==> src/rtl/dro_drv_pkg.sv <==
// Shared types and defaults for the DRO pulse driver: FSM state encoding,
// default timing constants and the error-counter width.
package dro_drv_pkg;

    typedef enum logic [2:0] {
        ST_IDLE = 3'd0,
        ST_SET  = 3'd1,
        ST_HOLD = 3'd2,
        ST_READ = 3'd3,
        ST_CAPT = 3'd4,
        ST_DONE = 3'd5
    } drv_state_e;

    localparam int HOLD_CYC_DEF = 3;
    localparam int RESP_CYC_DEF = 6;
    localparam int SYNC_STG_DEF = 2;
    localparam int ERR_CNT_W    = 16;

    function automatic int max_int(input int a, input int b);
        return (a > b) ? a : b;
    endfunction

endpackage

==> src/rtl/dro_toggle_detect.sv <==
// Synchronizes the asynchronous toggle-encoded DRO out line and flags every
// transition (rising or falling) as a one-cycle pulse.
module dro_toggle_detect
#(
    parameter int SYNC_STG = 2
) (
    input  logic clk,
    input  logic rst_n,
    input  logic din,
    output logic toggle
);

    logic [SYNC_STG-1:0] sync_q;
    logic                prev_q;

    // NOTE: sequential state uses non-blocking assignments so every flop
    // samples the pre-edge value of its neighbour, giving a true shift chain.
    always_ff @(posedge clk or negedge rst_n) begin
        if (!rst_n) begin
            sync_q <= '0;
            prev_q <= 1'b0;
        end else begin
            sync_q <= {sync_q[SYNC_STG-2:0], din};
            prev_q <= sync_q[SYNC_STG-1];
        end
    end

    assign toggle = sync_q[SYNC_STG-1] ^ prev_q;

endmodule

==> src/rtl/dro_pulse_driver.sv <==
// Writes a word LSB-first into a DRO channel as toggle-encoded set/reset
// pulses and reads it back. Optional error counter: DRO_DRV_STATS_EN.
module dro_pulse_driver
    import dro_drv_pkg::*;
#(
    parameter int WIDTH    = 8,
    parameter int HOLD_CYC = HOLD_CYC_DEF,
    parameter int RESP_CYC = RESP_CYC_DEF,
    parameter int SYNC_STG = SYNC_STG_DEF
) (
    input  logic             clk,
    input  logic             rst_n,
    input  logic             wr_valid,
    output logic             wr_ready,
    input  logic [WIDTH-1:0] wr_data,
    output logic             set_o,
    output logic             reset_o,
    input  logic             out_i,
    output logic             rd_valid,
    input  logic             rd_ready,
    output logic [WIDTH-1:0] rd_data,
    output logic             mismatch,
    output logic             spurious
`ifdef DRO_DRV_STATS_EN
    ,
    output logic [ERR_CNT_W-1:0] err_cnt
`endif
);

    localparam logic [2:0] IDLE = ST_IDLE;
    localparam logic [2:0] SET  = ST_SET;
    localparam logic [2:0] HOLD = ST_HOLD;
    localparam logic [2:0] READ = ST_READ;
    localparam logic [2:0] CAPT = ST_CAPT;
    localparam logic [2:0] DONE = ST_DONE;

    localparam int CNT_MAX = max_int(HOLD_CYC, RESP_CYC);
    localparam int CNT_W   = $clog2(CNT_MAX + 1);
    localparam int BIT_W   = (WIDTH > 1) ? $clog2(WIDTH) : 1;

    localparam logic [CNT_W-1:0] HOLD_LAST = CNT_W'(HOLD_CYC - 2);
    localparam logic [CNT_W-1:0] RESP_LAST = CNT_W'(RESP_CYC - 1);
    localparam logic [BIT_W-1:0] BIT_LAST  = BIT_W'(WIDTH - 1);

    // With a one-cycle hold the HOLD state has nothing to count.
    localparam logic [2:0] AFTER_SET = (HOLD_CYC > 1) ? HOLD : READ;

    if (WIDTH < 1 || WIDTH > 32) begin : g_bad_width
        $error("dro_pulse_driver: WIDTH must be 1..32");
    end
    if (HOLD_CYC < 1) begin : g_bad_hold
        $error("dro_pulse_driver: HOLD_CYC must be at least 1");
    end
    if (RESP_CYC < HOLD_CYC) begin : g_bad_resp
        $error("dro_pulse_driver: RESP_CYC must be >= HOLD_CYC for reset-to-set hold");
    end
    if (SYNC_STG < 2) begin : g_bad_sync
        $error("dro_pulse_driver: SYNC_STG must be at least 2");
    end

    logic [2:0]       state;
    logic [BIT_W-1:0] bit_idx;
    logic [CNT_W-1:0] cnt;
    logic [WIDTH-1:0] shift_q;
    logic [WIDTH-1:0] word_q;
    logic             seen_q;
    logic             out_toggle;

    dro_toggle_detect #(
        .SYNC_STG (SYNC_STG)
    ) u_out_det (
        .clk    (clk),
        .rst_n  (rst_n),
        .din    (out_i),
        .toggle (out_toggle)
    );

    always_ff @(posedge clk or negedge rst_n) begin
        if (!rst_n) begin
            state   <= IDLE;
            bit_idx <= '0;
            cnt     <= '0;
            shift_q <= '0;
            word_q  <= '0;
            rd_data <= '0;
            seen_q  <= 1'b0;
            set_o   <= 1'b0;
            reset_o <= 1'b0;
        end else begin
            case (state)
                IDLE: begin
                    if (wr_valid) begin
                        shift_q <= wr_data;
                        word_q  <= wr_data;
                        rd_data <= '0;
                        bit_idx <= '0;
                        cnt     <= '0;
                        state   <= SET;
                    end
                end
                SET: begin
                    // A zero bit is written by the absence of a set edge.
                    if (shift_q[0]) set_o <= ~set_o;
                    cnt   <= '0;
                    state <= AFTER_SET;
                end
                HOLD: begin
                    if (cnt == HOLD_LAST) begin
                        cnt   <= '0;
                        state <= READ;
                    end else begin
                        cnt <= cnt + 1'b1;
                    end
                end
                READ: begin
                    reset_o <= ~reset_o;
                    seen_q  <= 1'b0;
                    cnt     <= '0;
                    state   <= CAPT;
                end
                CAPT: begin
                    if (out_toggle && !seen_q) begin
                        rd_data[bit_idx] <= 1'b1;
                        seen_q           <= 1'b1;
                    end
                    if (cnt == RESP_LAST) begin
                        cnt <= '0;
                        if (bit_idx == BIT_LAST) begin
                            state <= DONE;
                        end else begin
                            bit_idx <= bit_idx + 1'b1;
                            shift_q <= shift_q >> 1;
                            state   <= SET;
                        end
                    end else begin
                        cnt <= cnt + 1'b1;
                    end
                end
                DONE: begin
                    if (rd_ready) state <= IDLE;
                end
                default: state <= IDLE;
            endcase
        end
    end

    // Any out edge outside the capture window, or a repeat inside it, is an
    // anomaly of the cell under test; only a full reset clears the flag.
    always_ff @(posedge clk or negedge rst_n) begin
        if (!rst_n) begin
            spurious <= 1'b0;
        end else if (out_toggle && (state != CAPT || seen_q)) begin
            spurious <= 1'b1;
        end
    end

    assign wr_ready = (state == IDLE);
    assign rd_valid = (state == DONE);
    assign mismatch = rd_valid && (rd_data != word_q);

`ifdef DRO_DRV_STATS_EN
    always_ff @(posedge clk or negedge rst_n) begin
        if (!rst_n) begin
            err_cnt <= '0;
        end else if (rd_valid && rd_ready && mismatch && (err_cnt != '1)) begin
            err_cnt <= err_cnt + 1'b1;
        end
    end
`endif

endmodule
==> config.mk <==
export PLATFORM = sky130hd
export DESIGN_NAME = dro_pulse_driver
export DESIGN_NICKNAME = d
export VERILOG_FILES = /design/src/rtl/dro_drv_pkg.sv /design/src/rtl/dro_toggle_detect.sv /design/src/rtl/dro_pulse_driver.sv
export SDC_FILE = /design/constraint.sdc
export NUM_CORES = 1
export LEC_CHECK = 0
export ABC_AREA = 0
export CAP_MARGIN = 20
export CORE_ASPECT_RATIO = 1.1
export CORE_MARGIN = 4
export CORE_UTILIZATION = 44
export DETAILED_ROUTE_END_ITERATION = 6
export PLACE_DENSITY_LB_ADDON = 0.25
export SETUP_SLACK_MARGIN = 0.4
export SLEW_MARGIN = 20
export SYNTH_ARGS = -nofsm -noshare
export SYNTH_HDL_FRONTEND = slang
export SYNTH_SLANG_ARGS = --single-unit
==> constraint.sdc <==
create_clock -name clk -period 2.27 [get_ports clk]
set_input_delay 0.454 -clock clk [delete_from_list [all_inputs] [get_ports clk]]
set_output_delay 0.454 -clock clk [all_outputs]
set_load 0.02 [all_outputs]
==> run_results.csv <==
group,metric,value,unit
timing,final_max_slew_viol_count,0,
final_layout,final_util,57.01,%
timing,setup_violations,0,
clocking,path_clk_slew,0.08,ns
yosys,syn_area,1882,sq um
route,drt_iter0_drc,77,
route,via_per_inst,5.167,
yosys,synthTopCellsByArea,"dfrtp_1 53%, nand2_1 6.2%, xor2_1 4.2%, ha_1 2.7%, o22ai_1 2.7%",
min_path,hold_class,"input pin to asynchronous set/reset pin",
route,wl_per_cell,14.60,microns
yosys,avgSynthCellArea,10.28,sq um
setup_path,cp_top_family,"flip-flops",
timing,rsz0062_at_grt,"true",
route,drt-pass1-iter-count,4,
die,initial_core_util,46.42,%
setup_path,end_kind,"output port",
timing,post-route-period-util,82.39,%
yosys,synth-edff-count,0,
clocking,clockBufferDepth,2,
setup_path,reg2regPathDepth,7,
die,die-width,70.36,microns
route,dr_total_vias,1390,
yosys,yosysTopAreaCell,"dfrtp_1",
final_layout,fill_cells,369,
placed_design,numPortBuffers,26,
clocking,postCtsHoldBufs,0,
yosys,synth_top_area_share,53.19,%
yosys,synthArstFlopShare,100.0,%
timing,tightest_slew,0.8621,ns
placed_design,place_ws,0.3113,ns
yosys,yosys_warnings,0,
global_routing,grt_pass1_vias,1431,
timing,period_minus_slack,1.870,ns
setup_path,r2r_setup_slack,0.50,ns
yosys,synth_flop_cell,"dfrtp_1",
die,std_cell_rows,24,
setup_path,r2r_start,"bit_idx[0]",
global_routing,grt_max_degree,41,
yosys,synth.distinct_cells,39,
pwr,peakVddDrop,0.7020,mV
clocking,numClockSinks,40,
setup_path,critPathKind,"flop to output port",
timing,fin_skew,0.01060,ns
yosys,syn_nets,200,
setup_path,cp_max_fo,2,
clocking,clk_latency,0.29,ns
timing,whs,0.2670,ns
yosys,seq_area_frac_synth,53.19,%
final_layout,final_cells,269,
setup_path,crit_buf_inv,1,
clocking,clockRootBuffer,"clkbuf_8",
setup_path,cp_slowest_stage_delay,0.41,ns
placed_design,place_congestion,0.8684,
final_layout,syn_to_final_growth,22.81,%
placed_design,dp_hpwl,2880,microns
die,die_area,5388,sq um
clocking,htreeDepth,2,
setup_path,r2r-end,"shift_q[3]",
route,ant_nets,0,
yosys,ys_top_cells_by_count,"40 x dfrtp_1, 31 x nand2_1, 13 x inv_1",
clocking,cts_buffers,5,
yosys,yosysMostFrequentCell,"dfrtp_1",
final_layout,antenna_cells,0,
yosys,syn_inst,183,
die,core_region_area,4054,sq um
yosys,synth_seq_cells,40,
die,die_h,76.59,microns
timing,final_hold_viol_count,0,
route,drc_errors,0,
pwr,p_per_area,1110,nW/um^2
setup_path,cp-start-kind,"flop",
final_layout,drive_above_1_share,14.75,%
timing,slew_headroom,42.52,%
setup_path,crit_required,1.82,ns
status,status,"finished, final reports clean",
placed_design,dp_cells,258,
run,maxCapViolations,0,
global_routing,grt_pass1_wl,6817,microns
global_routing,antenna_found_initial,0,
timing,timing.fmax,0.5347,GHz
clocking,cts_tree,"done",
setup_path,slowest_stage,"dfrtp_1",
timing,setup-tns-final,0,ns
pwr,leakage,1.094,nW
setup_path,path_cells,"xor2_1 -> nor4_1 -> a21boi_1 -> buf_2",
global_routing,overflow,0,
timing,timing.final.ws_setup,0.3998,ns
final_layout,final_net_count,233,
global_routing,grt.total_usage,15.75,%
die,num_io_pins,27,
route,wl,3928,microns
setup_path,arrival,1.42,ns
==> per-layer routing <==
metal | share of wire, % | track usage, % | vias to the layer above
met3 | 3.8 | 5.409 | 8
li1 | - | - | 691
met4 | 1.8 | 6.705 | 0
met2 | 48 | 23.97 | 29
met1 | 46 | 20.24 | 662
met5 | 0 | 0 | -
==> worst register-to-register path: stages (launching register included) <==
cell and delay [ns]:
dfrtp_2 0.47, ha_1 0.22, ha_1 0.18, and3b_2 0.26
nand3_1 0.10, buf_4 0.20, o22ai_1 0.18, a21oi_2 0.05
==> cell families (layout without fill, tap and decap cells) <==
| family | after synthesis | in the layout | synth area share [%] |
|---|---|---|---|
| buffers and inverters | 23 | 57 | 5.585 |
| flip-flops | 40 | 40 | 53.19 |
| AO/OA/AOI/OAI | 40 | 40 | 13.96 |
| XOR/XNOR | 12 | 12 | 5.586 |
| adder cells (fa/ha/maj) | 4 | 4 | 2.660 |
| multiplexers | 4 | 4 | 2.261 |
| AND/OR/NAND/NOR | 60 | 60 | 16.76 |
==> flip-flops by register name, indices dropped and copies added (netlist names) <==
register	count
state	3
u_out_det.prev_q	1
rd_data	8
cnt	3
shift_q	8
spurious	1
set_o	1
u_out_det.sync_q	2
word_q	8
bit_idx	3
reset_o	1
seen_q	1
==> repair_timing <==
action                                  in CTS  in global routing
gates cloned                                 0                  0
pin swaps                                    0                  1
endpoints found under the setup margin       3                 12
setup buffers                                0                  3
resized for setup                            9                  9
==> per-stage QoR <==
| step | cell area (sq um) | power [mW] |
|---|---|---|
| 3_5_place_dp | 2198 | 2.072 |
| 6_report | 2311 | 2.566 |
| 4_1_cts | 2291 | 2.546 |
| 2_1_floorplan | 1882 | 1.799 |
| 3_3_place_gp | 2198 | 2.033 |
| 5_1_grt | 2311 | 2.758 |
==> where the power goes <==
group	leakage (nW)	total (mW)	switching [mW]	internal, mW
clock	0.0414	0.467	0.248	0.218
sequential	0.498	1.09	0.157	0.929
combinational	0.555	1.01	0.546	0.466
==> cell type report <==
cell class              instances  area (sq um)  share of cell area (%)
clock buffers                   6         72.57                   3.140
flip-flops and latches         40          1003                   43.42
inverters                      13         48.80                   2.112
clock inverters                 2         16.27                  0.7038
repair buffers                 36         319.1                   13.81
well taps                      52         65.06                   2.815
multi-input cells             120         785.8                   34.00
==> worst max path at each step <==
stage,startpoint,to,slack (ns),cells past startpoint
CTS,rd_data[3],mismatch,0.27,4
detailed placement,rd_data[6],mismatch,0.31,4
global route,word_q[7],mismatch,0.32,4
global placement,word_q[7],mismatch,0.32,4
floorplan,state[2],mismatch,0.40,3
finish,word_q[7],mismatch,0.40,4
==> placed cells by master, fill, tap and decap left out, types with 2 or more instances in the layout <==
cell type | synthesis | routed
mux2_2 | 2 | 2
nor4_1 | 2 | 2
nand3_1 | 3 | 3
xnor2_1 | 3 | 3
mux2i_1 | 2 | 2
xor2_1 | 9 | 9
a41oi_1 | 4 | 4
clkdlybuf4s50_1 | 0 | 22
dfrtp_1 | 40 | 38
a22o_1 | 2 | 2
nand3b_1 | 2 | 2
nor3b_1 | 2 | 2
a21oi_1 | 9 | 8
buf_2 | 3 | 3
dfrtp_2 | 0 | 2
clkbuf_8 | 0 | 5
o31ai_1 | 4 | 4
nand2b_1 | 2 | 2
o21ai_0 | 7 | 7
inv_1 | 13 | 13
nand2_1 | 31 | 31
o22ai_1 | 8 | 8
ha_1 | 4 | 4
buf_4 | 0 | 10
nor2_1 | 7 | 7
No activity file was read; power rests on OpenSTA's default activity.
